## config.mk

```make
export PLATFORM = sky130hd
export DESIGN_NAME = leve1_axir_arb
export DESIGN_NICKNAME = d
export VERILOG_FILES = /design/src/rtl/leve1_axir_arb.sv
export SDC_FILE = /design/constraint.sdc
export NUM_CORES = 1
export LEC_CHECK = 0
export CAP_MARGIN = 10
export CORE_ASPECT_RATIO = 1.5
export CORE_UTILIZATION = 35
export DETAILED_ROUTE_END_ITERATION = 8
export PLACE_DENSITY = 0.92
export SYNTH_ARGS = -nofsm -noshare
export SYNTH_HDL_FRONTEND = slang
export SYNTH_SLANG_ARGS = --single-unit
```

## constraint.sdc

```tcl
create_clock -name CLK -period 2 [get_ports CLK]
set_clock_uncertainty 0.1 [all_clocks]
set_input_delay 0.4 -clock CLK [delete_from_list [all_inputs] [get_ports CLK]]
set_output_delay 0.4 -clock CLK [all_outputs]
set_load 0.03 [all_outputs]
```

## src/rtl/leve1_axir_arb.sv

```systemverilog
// Two-requester (instruction fetch / data load) arbiter onto one single-beat AXI read slave.
// One transaction in flight at a time; round-robin on simultaneous requests.
module leve1_axir_arb #(
  parameter int XLEN    = 32,
  parameter int RRESP_W = 2
) (
  input  logic               CLK,
  input  logic               RSTn,
  input  logic [XLEN-1:0]    I_ARADDR,
  input  logic               I_ARVALID,
  output logic               I_ARREADY,
  output logic [XLEN-1:0]    I_RDATA,
  output logic [RRESP_W-1:0] I_RRESP,
  output logic               I_RVALID,
  input  logic               I_RREADY,
  input  logic [XLEN-1:0]    D_ARADDR,
  input  logic               D_ARVALID,
  output logic               D_ARREADY,
  output logic [XLEN-1:0]    D_RDATA,
  output logic [RRESP_W-1:0] D_RRESP,
  output logic               D_RVALID,
  input  logic               D_RREADY,
  output logic [XLEN-1:0]    M_ARADDR,
  output logic               M_ARVALID,
  input  logic               M_ARREADY,
  input  logic [XLEN-1:0]    M_RDATA,
  input  logic [RRESP_W-1:0] M_RRESP,
  input  logic               M_RVALID,
  output logic               M_RREADY,
  output logic [1:0]         OWNER
);

  localparam logic [1:0] ST_IDLE = 2'b00;
  localparam logic [1:0] ST_ADDR = 2'b01;
  localparam logic [1:0] ST_DATA = 2'b10;

  logic [1:0]      state_r;
  logic [1:0]      owner_r;
  logic            last_d_r;
  logic [XLEN-1:0] addr_r;
  logic            grant_i_s;
  logic            grant_d_s;
  logic            in_data_s;
  logic            rready_s;
  logic            r_hs_s;

  // Grant selection in IDLE; on a collision the requester that did not go last wins.
  // Gated by RSTn so no ready is presented while reset is held.
  always_comb begin
    grant_i_s = 1'b0;
    grant_d_s = 1'b0;
    if ((state_r == ST_IDLE) && RSTn) begin
      if (I_ARVALID && D_ARVALID) begin
        grant_i_s = last_d_r;
        grant_d_s = ~last_d_r;
      end else begin
        grant_i_s = I_ARVALID;
        grant_d_s = D_ARVALID;
      end
    end else begin
      grant_i_s = 1'b0;
      grant_d_s = 1'b0;
    end
  end

  assign in_data_s = (state_r == ST_DATA);
  assign rready_s  = (owner_r[0] & I_RREADY) | (owner_r[1] & D_RREADY);
  assign r_hs_s    = in_data_s & M_RVALID & rready_s;

  assign I_ARREADY = grant_i_s;
  assign D_ARREADY = grant_d_s;
  assign M_ARVALID = (state_r == ST_ADDR);
  assign M_ARADDR  = addr_r;
  assign M_RREADY  = in_data_s & rready_s;
  assign I_RVALID  = in_data_s & owner_r[0] & M_RVALID;
  assign D_RVALID  = in_data_s & owner_r[1] & M_RVALID;
  // Read data and response pass through untouched; only RVALID steers the beat.
  assign I_RDATA   = M_RDATA;
  assign D_RDATA   = M_RDATA;
  assign I_RRESP   = M_RRESP;
  assign D_RRESP   = M_RRESP;
  assign OWNER     = owner_r;

  // Transaction sequencing: capture the winner, issue the address, forward the single beat.
  always_ff @(posedge CLK or negedge RSTn) begin
    if (!RSTn) begin
      state_r  <= ST_IDLE;
      owner_r  <= 2'b00;
      last_d_r <= 1'b1;
      addr_r   <= {XLEN{1'b0}};
    end else begin
      case (state_r)
        ST_IDLE: begin
          if (grant_i_s) begin
            addr_r  <= I_ARADDR;
            owner_r <= 2'b01;
            state_r <= ST_ADDR;
          end else if (grant_d_s) begin
            addr_r  <= D_ARADDR;
            owner_r <= 2'b10;
            state_r <= ST_ADDR;
          end else begin
            state_r <= ST_IDLE;
          end
        end
        ST_ADDR: begin
          if (M_ARREADY) begin
            state_r <= ST_DATA;
          end else begin
            state_r <= ST_ADDR;
          end
        end
        ST_DATA: begin
          if (r_hs_s) begin
            last_d_r <= owner_r[1];
            owner_r  <= 2'b00;
            state_r  <= ST_IDLE;
          end else begin
            state_r <= ST_DATA;
          end
        end
        default: begin
          owner_r <= 2'b00;
          state_r <= ST_IDLE;
        end
      endcase
    end
  end

endmodule

```

**Word-level counts from Yosys, hierarchy flattened**

Index checks and enable logic that the tools add are counted.

- Equality and inequality tests: 4
- Multiplexer cells: 15
- Bitwise logic cells: 12
- Reduce and logical (&&, ||, !) cells: 7

Operator list:

| operator | count |
|---|---|
| 32-bit 2-to-1 mux | 2 |
| 2-bit case mux with 3 select lines | 2 |
| 2-bit 2-to-1 mux | 5 |
| 1-bit AND | 9 |
| 1-bit 2-to-1 mux | 6 |
| 2-bit AND reduction | 2 |
| 3-bit != test, second input constant | 1 |
| 3-bit AND reduction | 1 |
| 2-bit by 1-bit equality test with 1-bit output, second input constant | 1 |
| 2-bit equality test, second input constant | 1 |
| 1-bit logical AND | 2 |
| 2-bit logical NOT | 1 |
| 2-bit by 1-bit != test with 1-bit output, second input constant | 1 |
| 1-bit inverter | 2 |
| 2-bit nonzero test | 1 |
| 1-bit bitwise OR | 1 |

- Register bits: 37
- Input bits: 106
- Output and inout port bits: 108
- Logic and storage cells: 42

**Logic depth before layout (Yosys ltp)**

Gate-level depths: netlist (run 1).

- Word-level depth: 6
- Mapped depth: 6
- Gate-level depth less buffers: 3

**Least setup slack after synthesis (run 1)**

No wires, ideal clock.

- Path kind: reg-to-output
- Start: register last_d_r
- End: output I_ARREADY
- Arrival time: 1708 ps
- Required time: 1500 ps
- Path slack: -208 ps
- Cell stages (with the launch flop): 4
- Path buffers: 1
- Path through: dfstp_2 -> nor2b_2 -> buf_4 -> nor4_1

- Word-level cells in the longest chain between the ends: 2

RTL lines:

| element | line | text |
|---|---|---|
| start, declared | 39 | `logic last_d_r;` |
| start signal, assigned | 115 | `last_d_r <= owner_r[1];` |
| 1-bit 2-to-1 mux | 53 | `if (I_ARVALID && D_ARVALID) begin` |
| 1-bit 2-to-1 mux | 52 | `if ((state_r == ST_IDLE) && RSTn) begin` |
| end, declared | 11 | `output logic I_ARREADY,` |

Every way passes these cells.

**Worst setup path in the final report (run 1)**

- Start: input D_ARVALID
- End: output I_ARREADY

- Word-level cells in the longest chain between the ends: 3

RTL lines:

| element | line | text |
|---|---|---|
| start, declared | 17 | `input logic D_ARVALID,` |
| 1-bit logical AND | 53 |  |
| 1-bit 2-to-1 mux | 53 |  |
| 1-bit 2-to-1 mux | 52 |  |

Every way passes these cells.

==> results of run 1 <==
-- power by group --
part | total, mW | internal, mW | switching, mW
combinational | 2.62 | 1.15 | 1.47
sequential | 1.40 | 1.13 | 0.270
clock | 0.527 | 0.274 | 0.253
total | 4.54 | 2.55 | 1.99
-- cells by family (layout without fill, tap and decap cells) --
kind of cell | count (synthesis) | count (layout) | share of synthesized area
flip-flops | 37 | 37 | 0.361
AND/OR/NAND/NOR | 53 | 53 | 0.153
buffers and inverters | 95 | 134 | 0.259
AO/OA/AOI/OAI | 105 | 105 | 0.227
-- worst max-delay path, cell delays in order --
cell and delay [ps]:
clkdlybuf4s50_1 420, nor2b_4 150, nor4_2 250, buf_4 210
-- Yosys cell counts, drive strengths merged --
master  instances  area (um2)
nor2b           5        33.8
clkbuf         10        40.0
nor3b           1        18.8
and3            3        18.8
nor4            1        6.26
inv             3        11.3
nand2           3        11.3
a22o            1        8.76
buf            82         613
nand4           1        6.26
nand3b         34         255
and2b           1        7.51
a21o            2        15.0
dfrtp          36         901
o21ai          35         175
a22oi           1        7.51
or2             1        6.26
a21oi          32         160
nor3            1        10.0
dfstp           1        26.3
nand2b          1        13.8
o211ai          2        15.0
a31oi          32         200
nor2            1        3.75
-- what timing repair did --
item / 4_1_cts / 5_1_grt
gates resized for setup: 1 / 2
endpoints found under the setup margin: 2 / 2
setup buffers: 0 / 0
pin swaps: 1 / 0
-- layout by cell type (no fill, tap or decap), types with 2 or more instances in the layout --
| master | netlist | layout |
|---|---|---|
| a21o_1 | 2 | 2 |
| a21oi_1 | 32 | 32 |
| a31oi_1 | 32 | 32 |
| and3_1 | 3 | 3 |
| buf_4 | 71 | 18 |
| clkbuf_8 | 0 | 6 |
| clkdlybuf4s50_1 | 0 | 102 |
| dfrtp_1 | 36 | 35 |
| inv_1 | 3 | 3 |
| nand2_1 | 3 | 3 |
| nand3b_1 | 34 | 34 |
| nor2b_1 | 4 | 4 |
| o211ai_1 | 2 | 2 |
| o21ai_0 | 28 | 28 |
| o21ai_1 | 7 | 7 |
-- sequential cells by signal (all words and copies together) (netlist names) --
| signal | cells |
|---|---|
| OWNER | 2 |
| M_ARADDR | 32 |
| state_r | 2 |
| last_d_r | 1 |
-- routing by layer --
metal	up-vias	GRT usage	wire (um)
li1	1042	-	-
met1	1058	0.205	2620
met2	112	0.308	3490
met3	28	0.0301	407
met4	0	0.106	233
met5	-	0	0
-- per-stage QoR --
step                      hold slack (ps)  cells  cell area (um2)
after floorplan                      4.41    290             2570
after global placement                428    419             3250
after detailed placement              439    419             3250
after CTS                             136    426             3340
after global routing                  163    426             3340
final                                 123    426             3340
-- worst max-delay path by stage --
stage	from	cells past startpoint	end
final	D_ARVALID	4	I_ARREADY
after floorplan	last_d_r	3	I_ARREADY
after CTS	state_r[1]	3	D_RVALID
after global placement	I_ARVALID	4	I_ARREADY
after detailed placement	I_ARVALID	4	I_ARREADY
after global routing	I_RREADY	4	M_RREADY
-- final cells by class --
class	count	area [um2]	area share
repair buffers	124	1200	0.360
multi-input cells	158	991	0.297
flip-flops and latches	37	928	0.278
well taps	97	121	0.0363
clock buffers	7	86.3	0.0258
inverters	3	11.3	0.00337
==> out/qor.yml, run 1 <==
outcome: "completed"
drtIter0Drc: 68
min_period_ps: 1940
yosys.cell_types.count: 29
rrSetupSlack_ps: 460
worst_ep_required_time_ps: 1500
hpwl_um: 4900
drc: 0
hp-class: "input port to async pin"
finalHoldViolations: 0
vias_per_cell: 5.26
setup.worst_path.end_class: "primary output"
cp_max_fo: 3
antenna_found_initial: 0
ant_nets: 0
finish.utilization: 0.478
grt_pass1_vias: 2119
cap_violations: 0
reg2reg_to: "M_ARADDR[21]"
grt_max_degree: 38
cp.arrival_ps: 1440
cts.path.max_buffers: 2
io-pin-count: 214
syn_inst: 290
start_util: 0.367
setup.worst_path.start_class: "input port"
chipHeight_um: 107
seq_area_frac_synth: 0.361
clock_sinks: 37
fill_cells: 652
grt_pass1_wl_um: 10500
slew_headroom: 0.672
max_freq_mhz: 516
syn-cell-area_um2: 2560
syn_area_per_cell_um2: 8.84
worst_slack_ps: 63.4
timing.final.crit_share: 0.968
setup_violations: 0
drive_above_1_share: 0.100
worstRegToRegCells: 4
tns_ps: 0
power.density_nw_per_um2: 1360
core_um2: 6990
layout.nets: 435
routed_wl_um: 6750
first_pass_iters: 4
root_buffer: "clkbuf_8"
syn_nets: 396
postCtsHoldBufs: 0
leakage_nw: 1.29
r2r_start: "state_r[1]"
grt_overflow_total: 0
cts_tree: "yes"
fp-row-count: 37
io_buffers: 111
die_area_um2: 7680
path_class: "input port to primary output"
synth_warnings: 0
clk_latency_ps: 280
die-width_um: 71.9
post_drt_wl_per_cell_um: 15.9
synth_seq_cells: 37
via_count: 2240
htree_levels: 2
rsz0062_at_grt: "false"
ir_worst_vdd_v: 0.000547
finalWeightedCongestion: 0.751
place_ws_ps: -51.6
area_growth_pct: 30.2
slew_violations: 0
path_clk_slew_ps: 70
worst_slew_pin_slew_ps: 492
cts_inserted_buffers: 5
diodes: 0
track_usage: 0.179
power_mw: 4.54
No activity file was read; power rests on OpenSTA's default activity.
==> run 2: changes to the inputs <==
Settings changed: CORE_MARGIN from default to 1.
==> results of run 2 <==
No change in the layout: final DEF, timing and power equal those of run 1.
